<file path="src/rtl/vc_test_rand_delay_source_pkg.sv">
// Shared encodings for the random-delay test source: FSM states, LFSR taps,
// and (trace builds only) the val/rdy trace helper.
package vc_test_rand_delay_source_pkg;

  typedef enum logic [1:0] {
    ST_INIT  = 2'd0,
    ST_DELAY = 2'd1,
    ST_SEND  = 2'd2
  } vc_state_e;

  localparam logic [31:0] VC_LFSR_TAPS = 32'h80200003;

`ifdef VC_TEST_RAND_DELAY_SOURCE_TRACE_EN
  // '#' = stalled, ' ' = idle with rdy, '.' = idle, otherwise the message text
  function automatic string vc_trace_valrdy(input logic val, input logic rdy, input string s);
    if (val && rdy)  return s;
    if (val && !rdy) return "#";
    if (!val && rdy) return " ";
    return ".";
  endfunction
`endif

endpackage

</file>
<file path="src/rtl/vc_test_rand_delay_lfsr.sv">
// 32-bit Galois LFSR plus modulo draw: delay = lfsr mod (max_delay + 1).
// The LFSR steps only when next is high, so every draw consumes one value.
module vc_test_rand_delay_lfsr
  import vc_test_rand_delay_source_pkg::*;
#(
  parameter logic [31:0] p_seed = 32'hB5AD4ECE
) (
  input  logic        clk,
  input  logic        reset,
  input  logic        next,
  input  logic [31:0] max_delay,
  output logic [31:0] delay
);

  logic [31:0] lfsr;

  always_ff @(posedge clk or posedge reset) begin
    if (reset)     lfsr <= p_seed;
    else if (next) lfsr <= (lfsr >> 1) ^ (lfsr[0] ? VC_LFSR_TAPS : 32'd0);
  end

  // 33-bit divisor so max_delay = all-ones still yields a nonzero modulus
  assign delay = 32'({1'b0, lfsr} % ({1'b0, max_delay} + 33'd1));

endmodule

</file>
<file path="src/rtl/vc_test_rand_delay_source.sv">
// Test source that streams m[0..] with a random 0..max_delay idle gap before
// each message. Define VC_TEST_RAND_DELAY_SOURCE_TRACE_EN for trace_module.
module vc_test_rand_delay_source
  import vc_test_rand_delay_source_pkg::*;
#(
  parameter int          p_msg_nbits = 1,
  parameter int          p_num_msgs  = 1024,
  parameter logic [31:0] p_seed      = 32'hB5AD4ECE
) (
  input  logic                   clk,
  input  logic                   reset,
  input  logic [31:0]            max_delay,
  output logic                   val,
  input  logic                   rdy,
  output logic [p_msg_nbits-1:0] msg,
  output logic                   done
);

  localparam int IW = $clog2(p_num_msgs) + 1;
  localparam int AW = (p_num_msgs > 1) ? $clog2(p_num_msgs) : 1;

  logic [p_msg_nbits-1:0] m [0:p_num_msgs-1];

  logic [IW-1:0]          index;
  logic [AW-1:0]          addr;
  logic [31:0]            count, count_next, delay;
  vc_state_e              state, state_next;
  logic                   in_range, xfer, draw;
  logic [p_msg_nbits-1:0] rd_msg;

  // Never index past the memory once every message has gone out
  assign in_range = index < IW'(p_num_msgs);
  assign addr     = AW'(index);
  assign rd_msg   = in_range ? m[addr] : '0;
  assign msg      = rd_msg;
  assign done     = !in_range || (rd_msg === {p_msg_nbits{1'bx}});

  assign val  = (state == ST_SEND) && !done;
  assign xfer = val && rdy;
  assign draw = (state == ST_INIT) || xfer;

  vc_test_rand_delay_lfsr #(.p_seed(p_seed)) u_lfsr (
    .clk      (clk),
    .reset    (reset),
    .next     (draw),
    .max_delay(max_delay),
    .delay    (delay)
  );

  always_comb begin
    state_next = state;
    count_next = count;
    case (state)
      ST_INIT, ST_SEND: begin
        if (draw) begin
          if (delay == 32'd0) state_next = ST_SEND;
          else begin
            state_next = ST_DELAY;
            count_next = delay;
          end
        end
      end
      ST_DELAY: begin
        count_next = count - 32'd1;
        if (count <= 32'd1) state_next = ST_SEND;
      end
      default: state_next = ST_INIT;
    endcase
  end

  always_ff @(posedge clk or posedge reset) begin
    if (reset) begin
      state <= ST_INIT;
      index <= '0;
      count <= '0;
    end else begin
      state <= state_next;
      count <= count_next;
      if (xfer) index <= index + 1'b1;
    end
  end

`ifdef VC_TEST_RAND_DELAY_SOURCE_TRACE_EN
  string msg_str;

  task trace_module(inout string trace_str);
    msg_str   = $sformatf("%x", msg);
    trace_str = {trace_str, vc_trace_valrdy(val, rdy, msg_str)};
  endtask
`endif

endmodule

</file>
<file path="config.mk">
export PLATFORM = sky130hd
export DESIGN_NAME = vc_test_rand_delay_source
export DESIGN_NICKNAME = d
export VERILOG_FILES = /design/src/rtl/vc_test_rand_delay_source_pkg.sv /design/src/rtl/vc_test_rand_delay_lfsr.sv /design/src/rtl/vc_test_rand_delay_source.sv
export SDC_FILE = /design/constraint.sdc
export NUM_CORES = 2
export LEC_CHECK = 0
export BUFFER_PORTS_ARGS = -buffer_cell sky130_fd_sc_hd__buf_2
export CAP_MARGIN = 40
export CORE_UTILIZATION = 52
export DETAILED_ROUTE_END_ITERATION = 12
export PLACE_DENSITY_LB_ADDON = 0.3
export SYNTH_ARGS = -nofsm -noshare
export SYNTH_HDL_FRONTEND = slang
export SYNTH_SLANG_ARGS = --single-unit
</file>
<file path="constraint.sdc">
create_clock -name clk -period 91.6 [get_ports clk]
set_clock_uncertainty 0.1 [all_clocks]
set_input_delay 13.74 -clock clk [delete_from_list [all_inputs] [get_ports clk]]
set_output_delay 13.74 -clock clk [all_outputs]
set_load 0.1 [all_outputs]
</file>
## Word level (Yosys, flattened, before mapping)

Cells that the tools add are included.

| word-level totals | value |
|---|---|
| output and inout bits | 3 |
| register bits | 77 |
| input bits | 35 |
| logic and storage cells | 38 |

| cells by class | value |
|---|---|
| $lt $le $gt $ge | 2 |
| mux-type cells | 9 |
| div/mod/pow operators | 1 |
| equality and inequality tests | 6 |
| reductions and logical operators | 12 |
| bitwise operators | 1 |
| add/sub/neg operators | 3 |

Operators with widths:

| operator | count |
|---|---|
| $mux W32 | 3 |
| $pmux W32 S2 | 1 |
| $add A32 B1 Y33 const B | 1 |
| $mod A32 B33 Y33 | 1 |
| $le A32 B1 Y1 const B | 1 |
| $logic_not A32 Y1 | 1 |
| $sub A32 B1 Y32 const B | 1 |
| $xor A31 B32 Y32 | 1 |
| $add A11 B1 Y11 const B | 1 |
| $lt A11 B11 Y1 const B | 1 |
| $mux W2 | 3 |
| $ne A2 B2 Y1 const B | 3 |
| $pmux W2 S2 | 1 |
| $reduce_and A3 Y1 | 1 |
| $eq A2 B1 Y1 const B | 1 |
| $eq A2 B2 Y1 const B | 1 |
| $logic_and A1 B1 Y1 | 2 |
| $logic_not A1 Y1 | 2 |
| $logic_not A2 Y1 | 1 |
| $logic_or A1 B1 Y1 | 2 |
| $reduce_and A2 Y1 | 1 |
| $reduce_bool A2 Y1 | 1 |
| $reduce_or A2 Y1 | 1 |
| $eqx A1 B1 Y1 const B | 1 |
| $mux W1 | 1 |

## Logic depth before layout (Yosys ltp)

| depth | value |
|---|---|
| depth after elaboration | 10 |
| gate-level depth with buffers | 395 |
| depth with buffers taken out | 355 |

## Hierarchy

Synthesis repeated with hierarchy kept, for this count alone.

| unflattened totals | value |
|---|---|
| cell total of the unflattened synthesis | 5306 |
| area total of the unflattened synthesis | 36779.0 um^2 |

Modules (own cells, without submodules):

| module | sequential area each (um^2) | cells each | area an instance (um^2) | instances |
|---|---|---|---|---|
| vc_test_rand_delay_lfsr | 824.5 | 4986 | 34037.6 | 1 |
| vc_test_rand_delay_source | 1126.1 | 320 | 2741.4 | 1 |

## Worst setup path after synthesis

Ideal clock, no wire load.

| path | value |
|---|---|
| kind | input -> register |
| start point | input max_delay[0] |
| end point | register count[18] |
| data required time | 91.374 ns |
| path buffers | 63 |
| path slack | -1.271 ns |
| stages | 351 |
| data arrival time | 92.645 ns |
| cell sequence | ha_1 > nand3_1 > buf_2 > nor4_1 > xnor2_1 > and2_1 > clkbuf_1 > nand4_1 > nor3_2 > nand2_1 > clkbuf_1 > nor2_1 > ha_1 > o21a_1 > nor2_1 > nor2_1 > o21ai_0 > mux2i_1 > (+315 left out) > o41ai_1 > a31o_2 > a31o_2 > a21oi_1 > or2_2 > clkbuf_1 > a211oi_1 > a21oi_1 > a211oi_1 > nand3_1 > nor4_1 > nand3_1 > nor4_2 > o2111a_1 > buf_6 > a21oi_4 > buf_6 > o311a_1 |

| between the ends | value |
|---|---|
| longest elaborated chain between the ends | 5 |

Ends and longest elaborated chain:

| element | line | text |
|---|---|---|
| from (decl) | vc_test_rand_delay_source.sv:12 | `input logic [31:0] max_delay,` |
| $add A32 B1 Y33 * | vc_test_rand_delay_lfsr.sv:23 | `assign delay = 32'({1'b0, lfsr} % ({1'b0, max_delay} + 33'd1));` |
| $mod A32 B33 Y33 * | vc_test_rand_delay_lfsr.sv:23 |  |
| $logic_not A32 Y1 or $mux W32 (tied branches) | vc_test_rand_delay_source.sv:56 | `if (delay == 32'd0) state_next = ST_SEND;` |
| $ne A2 B2 Y1 (no line) or $mux W32 (tied branches) | - |  |
| $reduce_and A3 Y1 (no line) or $pmux W32 S2 (tied branches) | - |  |
| to (signal assigned) | vc_test_rand_delay_source.sv:78 | `count <= count_next;` |
| to (decl) | vc_test_rand_delay_source.sv:26 | `logic [31:0] count, count_next, delay;` |

Every way passes the cells marked *; elsewhere a longest branch is shown, timed or not. The select of a mux whose other input is x is not followed.
A chain may end at the register's enable or synchronous reset.

## Worst setup path after layout

| path | value |
|---|---|
| start point | input max_delay[9] |
| end point | register count[17] |

Same word-level chain as after synthesis.

==> impl_metrics.py <==
metrics = {
    "floorplan": {
        "io_pins": 38,
        "dieArea_um2": 79010,
        "core-area_um2": 76450,
        "rows": 101,
        "initial_utilization_pct": 52.98,
        "chipWidth_um": 281.1,
        "die_y_um": 281.1,
    },
    "sta": {
        "finalHoldViolCount": 0,
        "fin_crit_sh_pct": 98.00,
        "relSlewSlack_pct": 30.13,
        "setup_slack_ns": 1.833,
        "fin_crit_ns": 89.77,
        "worst_pin_slew_ns": 1.047,
        "fmax_ghz": 0.01114,
        "drv_slew": 0,
        "tns_ns": 0,
        "setup_viol": 0,
    },
    "yosys": {
        "synth_edf_count": 0,
        "synthFlopType": "dfrtp_1",
        "yosys.cell_types.count": 112,
        "yosysWarnings": 0,
        "seq_area_frac_synth_pct": 4.816,
        "synth-async-reset-ratio_pct": 100.0,
        "postSynthCellCount": 6064,
        "synth_top_area_cell": "ha_1",
        "synth_fp_nets": 6668,
        "synth_top_cell_area_share_pct": 17.55,
        "ys_seq_elements": 77,
        "synthTopCellsByArea": "ha_1 18%, a21oi_1 6.8%, nand2_1 6.7%",
        "synth.avg_cell_area_um2": 6.679,
        "syn_area_um2": 40500,
    },
    "global_route": {
        "grt_pass1_vias": 46960,
        "grt_usage_pct": 51.09,
        "antenna_found_initial": 11,
        "grt_pass1_wl_um": 302500,
        "grt_max_degree": 57,
        "globalRoute.totalOverflow": 0,
    },
    "clock_network": {
        "cts_max_level": 3,
        "clock-sinks": 77,
        "cts_hold_buf": 0,
        "cts_tree": "built",
        "cts.clk_slew.worst_paths_ns": 0.08,
        "cts_root_buffer": "clkbuf_16",
        "cts.path.max_buffers": 2,
        "worstSkewPairLatency_ns": 0.40,
        "cts_made_buffers": 9,
    },
    "detailed_routing": {
        "vias": 52110,
        "avgViaCountPerCell": 7.116,
        "drc": 0,
        "drt_first_iter_violations": 7597,
        "first_pass_iters": 7,
        "totalWireLength_um": 211300,
        "antenna_left": 0,
        "wl_per_cell_um": 28.86,
    },
    "finish": {
        "final_core_util_pct": 60.50,
        "layout-drive-gt1-share_pct": 14.96,
        "nNetsFinal": 6882,
        "syn_to_final_growth_pct": 14.20,
        "fillers": 7532,
    },
    "placement": {
        "gp_congestion": 1.200,
        "dp_slack_ns": -5.649,
        "io_buffers": 36,
        "dpl.hpwl_um": 165400,
    },
    "power": {
        "finalPower_mw": 0.3248,
        "leakagePower_nw": 21.13,
        "max-vdd-ir-drop_uv": 12.61,
        "power.density_nw_per_um2": 7.023,
    },
    "critical_path": {
        "ff2ff_path_depth": 347,
        "endpoint_kind": "flip-flop",
        "worst_setup_path_start_kind": "input pin",
        "cp_slowest_cell": "or4_4",
        "crit_fanout": 47,
        "max_stage_delay_ns": 0.62,
        "critical_path_arrival_ns": 89.95,
        "cp.required_ns": 91.78,
        "critPathKind": "in -> reg",
        "crit_top_cell": "ha_1",
    },
    "run": {
        "cap_violations": 0,
    },
    "hold_path": {
        "hp-class": "reg -> reg",
        "hold_depth": 1,
    },
    "outcome": {
        "outcome": "complete, no violations",
    },
}
## cells by family (layout without fill, tap and decap cells)
family	after synthesis	count (layout)	synth area share [%]
compound gates	2041	2041	33.07
fa+ha+maj	569	569	17.60
mux	72	72	1.906
other cells	1	11	0.009258
buf+inv	425	644	4.362
xor+xnor	459	459	9.944
flops	77	77	4.816
simple gates	2420	2420	28.30
## power by group
part	switching [mW]	internal [mW]
clock network	0.0194	0.0190
logic	0.165	0.0874
registers	0.00000156	0.0340
## per-stage QoR
stage	instance area, µm²	hold slack, ns	cells
floorplan	40590	0.3457	6064
finish	46250	0.3874	7323
detailed placement	43770	0.3706	7217
global placement	43670	0.3662	7207
global route	46230	0.4070	7313
CTS	44500	0.3856	7248
## timing repair
| action | CTS | global route |
|---|---|---|
| pin swaps | 8 | 75 |
| gates resized for setup | 85 | 292 |
| buffers inserted | 15 | 63 |
| setup endpoints to repair | 34 | 34 |
## worst max-delay path, delay by kind of cell
family                   cells  cell delay, ns
adder cells (fa/ha/maj)     32           10.31
AO/OA/AOI/OAI              161           33.80
multiplexers                 4            1.43
buffers and inverters       41            7.06
XOR/XNOR                     3            0.75
AND/OR/NAND/NOR            109           22.59
## cells in the mapped netlist (21+ instances only)
cell	count
a2111oi_0	21
a211o_1	33
a211oi_1	92
a21boi_0	35
a21o_1	144
a21oi_1	553
a311oi_1	25
a31oi_1	101
and2_1	50
and3_1	72
and4_1	22
buf_1	26
buf_2	55
clkbuf_1	137
dfrtp_1	58
ha_1	568
inv_1	182
mux2_2	37
mux2i_1	34
nand2_1	726
nand2b_1	62
nand3_1	204
nand4_1	96
nor2_1	682
nor2b_1	34
nor3_1	196
nor4_1	73
o211ai_1	78
o21a_1	123
o21ai_0	388
o21bai_1	57
o22ai_1	51
o31a_1	22
o31ai_1	47
or2_2	50
or3_1	61
xnor2_1	285
xor2_1	173
## path summary, 6_finish.rpt
kind                                             from                         end  slack [ns]
min in group asynchronous                       reset       count[30]$_DFFE_PP0P_       13.09
min reg2reg                      index[8]$_DFFE_PP0P_        index[8]$_DFFE_PP0P_        0.39
max                                      max_delay[9]       count[17]$_DFFE_PP0P_        1.83
max in group asynchronous                       reset  u_lfsr.lfsr[6]$_DFFE_PP1P_       77.27
min                              index[8]$_DFFE_PP0P_        index[8]$_DFFE_PP0P_        0.39
max reg2reg                u_lfsr.lfsr[0]$_DFFE_PP0P_       count[17]$_DFFE_PP0P_       15.01
## routing by layer
metal  vias to the layer above  global-route usage, %  routed length [µm]
li1                      23180                      -                   -
met4                        12                  35.84               17790
met5                         -                 0.7505                  75
met2                      3896                  72.30               81970
met3                      1032                  16.57               31740
met1                     23990                  64.71               79770
## layout by cell type, fill, tap and decap left out, types with 19 or more instances in the layout
| cell type | count |
|---|---|
| nand2_1 | 715 |
| nor2_1 | 662 |
| ha_1 | 556 |
| a21oi_1 | 515 |
| buf_4 | 374 |
| o21ai_0 | 347 |
| xnor2_1 | 269 |
| nand3_1 | 193 |
| inv_1 | 179 |
| nor3_1 | 176 |
| xor2_1 | 168 |
| a21o_1 | 142 |
| o21a_1 | 119 |
| nand4_1 | 96 |
| a31oi_1 | 94 |
| a211oi_1 | 79 |
| o211ai_1 | 78 |
| and3_1 | 69 |
| nor4_1 | 63 |
| nand2b_1 | 59 |
| or3_1 | 58 |
| dfrtp_1 | 58 |
| o21bai_1 | 57 |
| or2_2 | 49 |
| and2_1 | 47 |
| o22ai_1 | 47 |
| o31ai_1 | 37 |
| mux2_2 | 37 |
| buf_2 | 37 |
| o21ai_1 | 35 |
| a21oi_2 | 33 |
| nor2b_1 | 32 |
| a211o_1 | 32 |
| mux2i_1 | 30 |
| a21boi_0 | 23 |
| nor3_2 | 23 |
| o31a_1 | 21 |
| a311oi_1 | 21 |
| and4_1 | 20 |
| dfstp_2 | 19 |
## registers in the layout (all words and copies together) (netlist names)
name         flops
count           32
u_lfsr.lfsr     32
index           11
state            2
## area by class of cell
| cell class | instances | area, µm² | share of cell area (%) |
|---|---|---|---|
| Sequential cell | 77 | 1951 | 4.217 |
| Antenna cell | 10 | 25.02 | 0.05410 |
| Clock buffer | 9 | 225.2 | 0.4869 |
| Timing Repair Buffer | 440 | 3423 | 7.401 |
| Tap cell | 1030 | 1289 | 2.786 |
| Multi-Input combinational cell | 5562 | 38570 | 83.38 |
| Clock inverter | 7 | 66.31 | 0.1434 |
| Inverter | 188 | 706.9 | 1.528 |
No activity file was read; power rests on OpenSTA's default activity.
